==> src/rtl/cp0_unit.sv <==
// ============================================================================
// Module   : cp0_unit
// Purpose  : Coprocessor-0 exception/interrupt controller at the M stage.
//            Decides when to trap, captures EPC/Cause/SR, serves mfc0/mtc0
//            for SR(12), Cause(13), EPC(14).
// Options  : CP0_PRID_EN - when defined, register 15 reads PRID_VALUE.
// Revision : 1.0 - initial release
// ============================================================================
`default_nettype none

module cp0_unit #(
    parameter logic [31:0] HANDLER_PC = 32'h0000_4180,
    parameter logic [31:0] PRID_VALUE = 32'h2024_0707
) (
    input  logic        clk,
    input  logic        reset,
    input  logic        en,
    input  logic [4:0]  cp0Addr,
    input  logic [31:0] cp0In,
    output logic [31:0] cp0Out,
    input  logic [31:0] vpc,
    input  logic        bdIn,
    input  logic [4:0]  excCodeIn,
    input  logic [5:0]  hwInt,
    input  logic        excClr,
    output logic        req,
    output logic [31:0] handlerPc,
    output logic [31:0] epcOut
);

    localparam logic [4:0] c_ADDR_SR    = 5'd12;
    localparam logic [4:0] c_ADDR_CAUSE = 5'd13;
    localparam logic [4:0] c_ADDR_EPC   = 5'd14;
    localparam logic [4:0] c_ADDR_PRID  = 5'd15;

    // Architectural state
    logic [5:0]  sr_im_q,   sr_im_d;
    logic        sr_exl_q,  sr_exl_d;
    logic        sr_ie_q,   sr_ie_d;
    logic        cause_bd_q, cause_bd_d;
    logic [5:0]  cause_ip_q, cause_ip_d;
    logic [4:0]  cause_exc_q, cause_exc_d;
    logic [31:0] epc_q,     epc_d;

    logic        w_int_req;
    logic        w_exc_req;
    logic        w_req;
    logic        w_wr_sr;
    logic        w_wr_epc;

    // EXL masks everything; interrupts additionally need IE and a matching IM bit.
    // Reset suppresses the trap so nothing is recorded on a reset edge.
    always_comb begin
        w_int_req = sr_ie_q & ~sr_exl_q & (|(sr_im_q & hwInt));
        w_exc_req = ~sr_exl_q & (excCodeIn != 5'd0);
        w_req     = (w_int_req | w_exc_req) & ~reset;
        w_wr_sr   = en & ~w_req & (cp0Addr == c_ADDR_SR);
        w_wr_epc  = en & ~w_req & (cp0Addr == c_ADDR_EPC);
    end

    assign req       = w_req;
    assign handlerPc = HANDLER_PC;
    assign epcOut    = epc_q;

    // Next-state selection: trap first, then mtc0, then eret clearing EXL.
    always_comb begin
        sr_im_d     = sr_im_q;
        sr_exl_d    = sr_exl_q;
        sr_ie_d     = sr_ie_q;
        cause_bd_d  = cause_bd_q;
        cause_ip_d  = hwInt;
        cause_exc_d = cause_exc_q;
        epc_d       = epc_q;

        if (w_req) begin
            sr_exl_d    = 1'b1;
            cause_exc_d = w_int_req ? 5'd0 : excCodeIn;
            cause_bd_d  = bdIn;
            epc_d       = bdIn ? (vpc - 32'd4) : vpc;
        end else begin
            // mtc0 to SR overrides an eret in the same cycle
            if (w_wr_sr) begin
                sr_im_d  = cp0In[15:10];
                sr_exl_d = cp0In[1];
                sr_ie_d  = cp0In[0];
            end else if (excClr) begin
                sr_exl_d = 1'b0;
            end
            if (w_wr_epc) begin
                epc_d = cp0In;
            end
        end
    end

    // State registers with synchronous reset to all-zero.
    always_ff @(posedge clk) begin
        if (reset) begin
            sr_im_q     <= 6'd0;
            sr_exl_q    <= 1'b0;
            sr_ie_q     <= 1'b0;
            cause_bd_q  <= 1'b0;
            cause_ip_q  <= 6'd0;
            cause_exc_q <= 5'd0;
            epc_q       <= 32'd0;
        end else begin
            sr_im_q     <= sr_im_d;
            sr_exl_q    <= sr_exl_d;
            sr_ie_q     <= sr_ie_d;
            cause_bd_q  <= cause_bd_d;
            cause_ip_q  <= cause_ip_d;
            cause_exc_q <= cause_exc_d;
            epc_q       <= epc_d;
        end
    end

    // mfc0 read mux over the pre-edge register values.
    always_comb begin
        cp0Out = 32'd0;
        case (cp0Addr)
            c_ADDR_SR:    cp0Out = {16'd0, sr_im_q, 8'd0, sr_exl_q, sr_ie_q};
            c_ADDR_CAUSE: cp0Out = {cause_bd_q, 15'd0, cause_ip_q, 3'd0, cause_exc_q, 2'd0};
            c_ADDR_EPC:   cp0Out = epc_q;
`ifdef CP0_PRID_EN
            c_ADDR_PRID:  cp0Out = PRID_VALUE;
`else
            // PRId disabled: the parameter is masked off so 15 reads as zero
            c_ADDR_PRID:  cp0Out = PRID_VALUE & 32'd0;
`endif
            default:      cp0Out = 32'd0;
        endcase
    end

endmodule

`default_nettype wire
==> config.mk <==
export PLATFORM = sky130hd
export DESIGN_NAME = cp0_unit
export DESIGN_NICKNAME = d
export VERILOG_FILES = /design/src/rtl/cp0_unit.sv
export SDC_FILE = /design/constraint.sdc
export NUM_CORES = 1
export LEC_CHECK = 0
export BUFFER_PORTS_ARGS = -buffer_cell sky130_fd_sc_hd__buf_2
export CORE_MARGIN = 4
export CORE_UTILIZATION = 50
export DETAILED_ROUTE_END_ITERATION = 10
export GPL_TIMING_DRIVEN = 1
export PLACE_DENSITY = 0.84
export SLEW_MARGIN = 20
export SYNTH_ARGS = -nofsm -noshare
export SYNTH_HDL_FRONTEND = slang
export SYNTH_SLANG_ARGS = --single-unit
==> constraint.sdc <==
create_clock -name clk -period 4.01 [get_ports clk]
set_clock_uncertainty 0.05 [all_clocks]
set_input_delay 0.6015 -clock clk [delete_from_list [all_inputs] [get_ports clk]]
set_output_delay 0.6015 -clock clk [all_outputs]
set_load 0.01 [all_outputs]
==> reports/qor.txt <==
Hold endpoint: cause_bd_q
Max-Cap Viols: 0
Share of cells above drive strength 1: 31.89%
# hold bufs at CTS: 0
Gates resized, CTS repair: 0
Post-Synth Adder-Cell Area: 0.3486%
DR DRC count: 0
Worst-Margin Slew: 1056 ps
Via count: 3951
Grt ovf: 0
Synthesis-to-finish area growth: 20.98%
Worst-Skew Late Latency: 310 ps
Worst Path Buf+Inv: 2
Gate power share: 23.6%
Syn Area/Cell: 8.233 sq um
Clock sinks: 52
Commonest register cell after synthesis: dfxtp_1
Cell variety after synth: 47
Maximum vdd drop: 0.0001396 V
Gr busiest metal: met2
Drt first pass iters: 4
Synth top area share: 29.00%
Fmax: 0.3542 GHz
CTS H-tree depth: 2
Max stage delay on crit path: 500 ps
Initial drt markers: 308
Ys Warns: 0
RSZ-0062 raised after global routing: false
Clock share of power: 26.9%
Hold_sp: cause_bd_q
Initial antenna violation count: 0
Crit-path slowest cell: nor2b_1
Setup bufs post-CTS: 0
Sequential share of the synthesized area: 29.00%
Required @ worst endpoint: 3360 ps
Clock-pin slew on the worst setup and hold paths: 100 ps
Via-per-instance ratio: 6.069
Final hold viol count: 0
Cell Chain, Critical Path: buf_2 > nor2b_1 > nor2b_1 > a22o_1 > buf_2
Gp weighted congestion: 0.8838
WHS Path Cells: 2
Worst rel slew slack: 29.45%
Final antenna-violating net count: 0
Wire length per cell: 17.60 um
# port buffers: 149
Core area: 6869 sq um
EDFF count, synth: 0
Fraction of the mapped netlist area in simple logic gates: 26.66%
Inserted Clock Buffers: 5
Area of the multi-input gates: 2268 sq um
Reg-to-reg setup timing slack: 1420 ps
P_sw: 0.0003870 W
Maximum root-to-sink buffer count: 2
Number of global-route vias before repair: 3518
Status: finished clean
Reg area: 1041 sq um
Die H: 92.73 um
Root Buffer: clkbuf_8
Final WS setup: 1187 ps
LEAKAGE: 1.984 nW
Met1 GRT Util: 33.10%
Int Power: 0.0007977 W
Main combinational cell family by area after synthesis: simple AND/OR/NAND/NOR gates
Synth Area in XOR/XNOR: 2.684%
Sw Share: 32.67%
Setup Viol. Count Final: 0
M3 GR Usage: 2.843%
Worst Setup Start Kind: input pin
Die ar.: 8599 sq um
Power per Cell Area: 272.8 nW/um^2
Asr flop ratio synth: 0%
Critical path type: in2out
#FFs+latches synth: 52
Commonest cells in the netlist: dfxtp_1, and3_1, clkbuf_1
Critical path endpoint category: output pin
Main area contributors after synthesis: dfxtp_1, and3_1, a2111oi_0
Grt met2 use: 43.08%
Nets@finish: 640
Compound-Gate Fraction of Synth Area: 25.62%
Die X: 92.73 um
FP Rows: 30
Crit share post-route: 70.41%
All-layer global routing usage: 24.93%
Synthesized area: 3590 sq um
Post-DP HPWL: 8376 um
Largest net degree at the start of global routing: 50
FF-to-FF Start: sr_im_q[0]
Tmin final: 2823 ps
Number of inserted diodes: 0
Hold WC Path Type: reg2reg
Cells after Synth: 436
Synth area leader: dfxtp_1
First-pass GRT wire length: 17690 um
Max Slew Vio Count: 0
Reg2Reg Depth: 4
Sum Neg Setup Slack: 0 ps
Total Wirelength: 11460 um
I/O Pins: 182
Place WS: 933.1 ps
Cell family with most CP delay: simple AND/OR/NAND/NOR gates
Reg power frac: 49.5%
Dominant cell by count in the synthesized netlist: dfxtp_1
Critical Path Fanout Max: 31
Post-synthesis mux area share: 3.625%
Initial core utilization: 52.26%
Reg2Reg Capture Point: epcOut[17]
CTS tree: built
Worst path arrival time: 2170 ps
Fillers: 624
## worst reg2reg max path, stage by stage, from the launching register on
cell and delay, ps:
dfxtp_1 340, a22oi_1 320, a311o_1 550, nand2_1 750
a311oi_1 480
## flip-flops by register name, indices dropped and copies added, names as in the netlist
| signal | flops |
|---|---|
| sr_ie_q | 1 |
| sr_exl_q | 1 |
| cause_bd_q | 1 |
| cause_ip_q | 6 |
| epcOut | 32 |
| cause_exc_q | 5 |
| sr_im_q | 6 |
## through the flow
| step | power [W] | hold WS (ps) | util, % | cell area [sq um] | std cells |
|---|---|---|---|---|---|
| after floorplan | 0.0007668 | 393.4 | - | 3702 | 466 |
| after detailed placement | 0.0008731 | 428.2 | 61.82 | 4247 | 643 |
| after global routing | 0.001249 | 459.9 | 63.22 | 4343 | 651 |
| after global placement | 0.0008657 | 417.0 | 61.82 | 4247 | 643 |
| final | 0.001185 | 443.4 | 63.22 | 4343 | 651 |
| after CTS | 0.001186 | 442.5 | 63.22 | 4343 | 651 |
## power by group through the flow
stage	registers (W)	clock network, W	logic, W
2_1_floorplan	0.000603	0	0.000163
6_report	0.000586	0.000319	0.000279
5_1_grt	0.000592	0.000353	0.000304
4_1_cts	0.000586	0.000324	0.000276
3_3_place_gp	0.000597	0	0.000269
3_5_place_dp	0.000598	0	0.000275
## how the worst max path moves through the flow
stage                       to  cells after the start        from  slack (ps)
floorplan            cp0Out[2]                      7  cp0Addr[0]        1330
global placement    epcOut[31]                      5     vpc[14]        1020
detailed placement  epcOut[25]                      5     vpc[18]         930
CTS                  cp0Out[6]                      5  cp0Addr[1]        1170
global route         cp0Out[6]                      5  cp0Addr[1]        1020
finish               cp0Out[6]                      5  cp0Addr[1]        1190
## cells by family (layout without fill, tap and decap cells)
| kind of cell | after synthesis | after routing |
|---|---|---|
| other | 2 | 32 |
| adder cells (fa/ha/maj) | 1 | 1 |
| AND/OR/NAND/NOR | 159 | 159 |
| buffers and inverters | 79 | 168 |
| XOR/XNOR | 11 | 11 |
| AO/OA/AOI/OAI | 119 | 119 |
| multiplexers | 13 | 13 |
| flip-flops | 52 | 52 |
## layout make-up
type	count	area share, %
clock buffers	5	1.585
clock inverters	3	0.6338
inverters	3	0.2593
multi-input cells	335	52.23
flip-flops and latches	52	23.97
well taps	96	2.766
repair buffers	157	18.55
## cells in the final DEF (no fill, tap or decap), types with 13 or more instances in the layout
cell,n
buf_2,149
dfxtp_1,52
and3_1,48
conb_1,32
a2111oi_0,30
nor2_1,23
a311oi_1,20
o31ai_1,19
a21oi_1,16
or4_1,15
mux2i_1,13
## layer usage
layer / vias up / wire length [um]
li1: 1884 / -
met1: 1854 / 4722
met2: 201 / 5676
met3: 12 / 923
met4: 0 / 138
met5: - / 0
Note: power is estimated with default switching activity, not from simulation.
